### src/rtl/freq_gen_pkg.sv
// Shared definitions for the multi-channel frequency generator: default
// counter width, the shortest period that still toggles, the configuration
// record and the per-channel run state.
package freq_gen_pkg;

  localparam int CNT_W_DEF  = 16;
  localparam int MIN_PERIOD = 2;

  typedef struct packed {
    logic [CNT_W_DEF-1:0] period;
    logic [CNT_W_DEF-1:0] high;
  } cfg_t;

  // A channel is either idle (counter parked at 0, outputs low) or running.
  typedef enum logic {
    CH_IDLE = 1'b0,
    CH_RUN  = 1'b1
  } ch_state_t;

  // Width of a channel index; a single channel still needs one select bit.
  function automatic int ch_w(input int n);
    return (n > 1) ? $clog2(n) : 1;
  endfunction

endpackage

### src/rtl/freq_gen_ch.sv
// One generator channel: shadow configuration with pending flag, active
// period/high registers, a wrap-around counter and registered clk_out/tick.
// Shadow values move into the active registers only at a period boundary,
// or at the next edge when the channel is idle, so the waveform never glitches.
module freq_gen_ch
  import freq_gen_pkg::*;
#(
  parameter int CNT_W = CNT_W_DEF
) (
  input  logic             clk,
  input  logic             rst_n,
  input  logic             wr,
  input  logic [CNT_W-1:0] cfg_period,
  input  logic [CNT_W-1:0] cfg_high,
  input  logic             en,
  output logic             clk_out,
  output logic             tick,
  output logic             pending,
  output ch_state_t        state
);

  ch_state_t        state_n;
  logic [CNT_W-1:0] per_a, per_a_n;
  logic [CNT_W-1:0] high_a, high_a_n;
  logic [CNT_W-1:0] per_s, per_s_n;
  logic [CNT_W-1:0] high_s, high_s_n;
  logic [CNT_W-1:0] cnt, cnt_n;
  logic [CNT_W-1:0] cnt_inc;
  logic             pend, pend_n;
  logic             clk_q, clk_n;
  logic             tick_q, tick_n;
  logic             run_now;
  logic             wrap;
  logic             apply;

  assign cnt_inc = cnt + CNT_W'(1);

  // Next-state: decide idle/start/advance/boundary, then fold in shadow
  // application and a new write (a write always wins the pend flag).
  always_comb begin
    state_n  = CH_IDLE;
    per_a_n  = per_a;
    high_a_n = high_a;
    per_s_n  = per_s;
    high_s_n = high_s;
    pend_n   = pend;
    cnt_n    = '0;
    clk_n    = 1'b0;
    tick_n   = 1'b0;
    apply    = 1'b0;
    run_now  = en && (per_a >= CNT_W'(MIN_PERIOD));
    wrap     = (cnt >= (per_a - CNT_W'(1)));

    if (!run_now) begin
      // No boundary will ever come while idle, so take the shadow right away.
      apply = pend;
    end else if (state == CH_IDLE) begin
      // First running cycle: counter position 0.
      state_n = CH_RUN;
      tick_n  = 1'b1;
      clk_n   = (high_a != '0);
    end else if (wrap) begin
      apply = pend;
      if (pend) begin
        // The incoming period may itself be too short to run.
        if (per_s >= CNT_W'(MIN_PERIOD)) begin
          state_n = CH_RUN;
          tick_n  = 1'b1;
          clk_n   = (high_s != '0);
        end
      end else begin
        state_n = CH_RUN;
        tick_n  = 1'b1;
        clk_n   = (high_a != '0);
      end
    end else begin
      state_n = CH_RUN;
      cnt_n   = cnt_inc;
      clk_n   = (cnt_inc < high_a);
    end

    if (apply) begin
      per_a_n  = per_s;
      high_a_n = high_s;
      pend_n   = 1'b0;
    end

    if (wr) begin
      per_s_n  = cfg_period;
      high_s_n = cfg_high;
      pend_n   = 1'b1;
    end
  end

  // State and output registers; reset parks the channel fully unconfigured.
  always_ff @(posedge clk or negedge rst_n) begin
    if (!rst_n) begin
      state  <= CH_IDLE;
      per_a  <= '0;
      high_a <= '0;
      per_s  <= '0;
      high_s <= '0;
      pend   <= 1'b0;
      cnt    <= '0;
      clk_q  <= 1'b0;
      tick_q <= 1'b0;
    end else begin
      state  <= state_n;
      per_a  <= per_a_n;
      high_a <= high_a_n;
      per_s  <= per_s_n;
      high_s <= high_s_n;
      pend   <= pend_n;
      cnt    <= cnt_n;
      clk_q  <= clk_n;
      tick_q <= tick_n;
    end
  end

  assign clk_out = clk_q;
  assign tick    = tick_q;
  assign pending = pend;

endmodule

### src/rtl/freq_gen_multi.sv
// Multi-channel frequency generator top: decodes the shared configuration
// port into per-channel write strobes and instantiates one freq_gen_ch per
// channel. Writes addressed beyond the last channel match no strobe.
module freq_gen_multi
  import freq_gen_pkg::*;
#(
  parameter int NUM_CH = 4,
  parameter int CNT_W  = CNT_W_DEF,
  parameter int CH_W   = ch_w(NUM_CH)
) (
  input  logic              clk,
  input  logic              rst_n,
  input  logic              cfg_we,
  input  logic [CH_W-1:0]   cfg_ch,
  input  logic [CNT_W-1:0]  cfg_period,
  input  logic [CNT_W-1:0]  cfg_high,
  input  logic [NUM_CH-1:0] ch_en,
  output logic [NUM_CH-1:0] clk_out,
  output logic [NUM_CH-1:0] tick,
  output logic [NUM_CH-1:0] pending,
  output logic [NUM_CH-1:0] ch_running
);

  for (genvar i = 0; i < NUM_CH; i++) begin : g_ch
    logic      wr;
    ch_state_t st;

    assign wr            = cfg_we && (cfg_ch == CH_W'(i));
    assign ch_running[i] = (st == CH_RUN);

    freq_gen_ch #(
      .CNT_W (CNT_W)
    ) u_ch (
      .clk        (clk),
      .rst_n      (rst_n),
      .wr         (wr),
      .cfg_period (cfg_period),
      .cfg_high   (cfg_high),
      .en         (ch_en[i]),
      .clk_out    (clk_out[i]),
      .tick       (tick[i]),
      .pending    (pending[i]),
      .state      (st)
    );
  end

endmodule

### config.mk
export PLATFORM = sky130hd
export DESIGN_NAME = freq_gen_multi
export DESIGN_NICKNAME = d
export VERILOG_FILES = /design/src/rtl/freq_gen_pkg.sv /design/src/rtl/freq_gen_ch.sv /design/src/rtl/freq_gen_multi.sv
export SDC_FILE = /design/constraint.sdc
export NUM_CORES = 1
export LEC_CHECK = 0
export CORE_UTILIZATION = 45
export DETAILED_ROUTE_END_ITERATION = 10
export PLACE_DENSITY_LB_ADDON = 0.08
export SLEW_MARGIN = 20
export SYNTH_ARGS = -nofsm -noshare
export SYNTH_HDL_FRONTEND = slang
export SYNTH_HIERARCHICAL = 1
export SYNTH_SLANG_ARGS = --single-unit
### constraint.sdc
create_clock -name clk -period 4.2 [get_ports clk]
set_clock_uncertainty 0.1 [all_clocks]
set_input_delay 0.42 -clock clk [delete_from_list [all_inputs] [get_ports clk]]
set_output_delay 0.42 -clock clk [all_outputs]
set_load 0.01 [all_outputs]
==> flow_summary_export.csv <==
group,metric,value,unit
run_status,status,"complete, no violations",
cts,root_buffer,"clkbuf_16",
yosys,yosysTopAreaCell,"dfrtp_1",
die,initial_core_util,45.8,%
die,fp-row-count,73,
placed_design,hpwl,32100,um
setup_path,path_common_cell,"or4b_4",
global_routing,grt_max_degree,97,
yosys,synth_area,18300,sq um
setup_path,crit_path_start_kind,"flip-flop",
yosys,ys_ff_latch,336,
setup_path,crit_arrival,4.43,ns
cells_and_area,layout-drive-gt1-share,25.0,%
detailed_routing,drc,0,
setup_path,crit_required,4.51,ns
timing,setup_viol,0,
die,die_area,41400,sq um
timing,timing.final.ws_setup,0.0859,ns
yosys,synth_ff_type,"dfrtp_1",
timing,maxSlewViolCount,0,
yosys,synth_common_cells,"336 x dfrtp_1, 136 x ha_1, 136 x mux2_2",
detailed_routing,final_antenna_net_count,0,
setup_path,worst-path-max-fanout,13,
global_routing,grt_pass1_wl,70400,um
cells_and_area,final_core_utilization,53.1,%
yosys,synthCells,1514,
timing,fin_crit,4.11,ns
cts,cts_tree,"done",
pwr,peakVddDrop,0.270,mV
detailed_routing,drt_iter0_drc,563,
yosys,yosysWarnings,6,
placed_design,pre_cts_slack,-0.118,ns
timing,relSlewSlack,43.6,%
yosys,yosysMostFrequentCell,"dfrtp_1",
yosys,synth_nets,1691,
yosys,synth_edf_count,0,
global_routing,overflow,0,
cells_and_area,nets,1812,
cts,cts_buffers,39,
detailed_routing,routed_via_density,5.39,
timing,worst_hold_slack,0.348,ns
cells_and_area,seqCellArea,8410,sq um
yosys,ys_types,62,
timing,grt_setup_unrepaired,"yes",
timing,tns,0,ns
pwr,leakage,9.72,nW
setup_path,worstSetupPathType,"flip-flop to flip-flop",
cells_and_area,area_growth,15.9,%
die,core_region_area,39900,sq um
setup_path,crit_buf_inv,2,
setup_path,critical_path.slowest_cell,"or4b_4",
global_routing,grt_pass1_vias,12200,
detailed_routing,wl,44200,um
cts,cts_max_path_buffers,3,
placed_design,port_buffers,56,
timing,final.period_utilization,98.0,%
pwr,total_power,11.3,mW
timing,hold_viol_final,0,
die,pin_count,57,
setup_path,crit_chain,"nor4_2, or4b_4, or2_4, nor3_4, xnor2_1, ha_1, nand2_2, nor4_4, or4b_4, a31oi_1, buf_4, o21ai_4, buf_12, mux2_4",
setup_path,slowest_delay,0.51,ns
timing,fmax,243,MHz
global_routing,antenna_found_initial,4,
detailed_routing,firstDrtPassIters,5,
yosys,yosysSeqAreaShare,46.0,%
die,die_w,204,um
global_routing,grt_util_all_layers,22.1,%
cells_and_area,multi_input_area,9260,sq um
die,fp.dieH,204,um
setup_path,critPathCaptureType,"flip-flop",
yosys,async_reset_ff_share,100,%
yosys,avgSynthCellArea,12.1,sq um
pwr,power_density,533,nW/um^2
timing,worst_pin_slew,0.847,ns
placed_design,place.gp.congestion,0.824,
worst_hold_path,worstHoldPathType,"input port to asynchronous set/reset pin",
setup_path,crit_family,"simple AND/OR/NAND/NOR gates",
yosys,synth_top_area_share,46.0,%
yosys,yosys-top-cells-area,"dfrtp_1 46%, mux2_4 9.8%, ha_1 9.3%",
cts,clk_pin_slew_worst_paths,0.06,ns
detailed_routing,vias,11800,
cts,cts_sinks,336,
job,maxCapViolCount,0,
cts,clkLatencyLatePin,0.53,ns
detailed_routing,wire_per_inst,20.2,um
cells_and_area,num-fill-cells,3517,
cts,ctsHtreeMaxLevel,2,
## through the flow
stage	instances	instance area, sq um
after floorplan	1514	18300
after CTS	2182	21100
after global placement	2107	19600
final	2191	21200
after global routing	2188	21200
after detailed placement	2107	19600
## metal layers
metal  GRT usage [%]  vias up  routed length [um]
li1                -     5651                   -
met3            2.94       42                1660
met4            5.13        0                 643
met1            31.6     5932               21500
met2            35.6      177               20500
met5               0        -                   0
## worst register-to-register path: stages, from the launching register on
cell	delay, ns
dfrtp_1	0.40
nor4_2	0.35
or4b_4	0.51
or2_4	0.26
nor3_4	0.17
xnor2_1	0.10
ha_1	0.31
nand2_2	0.09
nor4_4	0.30
or4b_4	0.50
a31oi_1	0.18
buf_4	0.15
o21ai_4	0.09
buf_12	0.19
mux2_4	0.30
## power by group
part / internal [mW] / switching (mW) / leakage (nW) / total, mW
sequential: 4.00 / 0.890 / 4.14 / 4.89
combinational: 1.69 / 1.25 / 4.94 / 2.94
clock: 2.09 / 1.36 / 0.639 / 3.45
total: 7.78 / 3.50 / 9.72 / 11.3
## path summary, 6_finish.rpt
kind,from,end,slack (ns),depth (start not counted)
max,g_ch[0].u_ch/per_a[9]$_DFFE_PN0P_,g_ch[0].u_ch/high_a[3]$_DFFE_PN0P_,0.09,14
min,rst_n,g_ch[2].u_ch/per_a[11]$_DFFE_PN0P_,0.35,2
min in group clk,g_ch[3].u_ch/per_s[0]$_DFFE_PN0P_,g_ch[3].u_ch/per_a[0]$_DFFE_PN0P_,0.41,1
max reg2reg,g_ch[0].u_ch/per_a[9]$_DFFE_PN0P_,g_ch[0].u_ch/high_a[3]$_DFFE_PN0P_,0.09,14
min reg2reg,g_ch[3].u_ch/per_s[0]$_DFFE_PN0P_,g_ch[3].u_ch/per_a[0]$_DFFE_PN0P_,0.41,1
max in group asynchronous,rst_n,g_ch[2].u_ch/pending$_DFFE_PN0P_,2.62,3
## what timing repair did
item	CTS	global route
cloned	2	2
hold buffers	1	0
setup buffers	3	4
setup endpoints to repair	64	52
resized for setup	6	10
endpoints found under the hold margin	69	0
pin swaps	6	12
## registers in the layout, summed over array words and instances, names as in the netlist
name and flops:
g_ch.u_ch/high_a 64, g_ch.u_ch/state 4, g_ch.u_ch/high_s 64, g_ch.u_ch/per_a 64
g_ch.u_ch/clk_out 4, g_ch.u_ch/pending 4, g_ch.u_ch/cnt 64, g_ch.u_ch/tick 4
g_ch.u_ch/per_s 64
## cell usage in the layout (no fill, tap or decap), types with 4 or more instances in the layout
cell type and count:
dfrtp_1 336, nand2_1 66, nand2_2 5, a2111oi_0 4, nand4_1 33, mux2_2 136
and3_1 13, a211oi_1 10, mux2_4 119, nor2b_1 56, a221oi_1 4, nor4_1 56
a21oi_1 43, xnor2_1 69, nor3_1 36, o21ai_4 5, clkbuf_8 7, a31oi_1 4
o21ai_1 4, clkbuf_16 43, nand3_1 38, clkbuf_1 4, nand2b_1 10, xor2_1 43
buf_12 6, clkinv_2 7, clkinvlp_4 5, or4b_4 4, nor2_1 63, o21ai_0 18
clkdlybuf4s50_1 55, o21a_1 5, buf_4 47, ha_1 136, a21o_1 11, inv_1 99
## layout make-up
cell class	instances	area share [%]
clock buffer	52	5.37
multi-input combinational	1043	43.7
tap	525	3.10
timing repair buffer	116	5.48
inverter	99	1.75
clock inverter	17	0.851
antenna	3	0.0354
sequential	336	39.7
## logic make-up after synthesis
kind of cell               Yosys count  synth area share [%]
and+or+nand+nor                    409                  12.2
DFF                                336                  46.0
muxes                              255                  18.2
adders and majority gates          136                  9.31
buffers and inverters              135                  3.66
AOI/OAI and AO/OA                  131                  5.28
xor gates and xnor gates           112                  5.37
(Power assumes the default switching activity.)
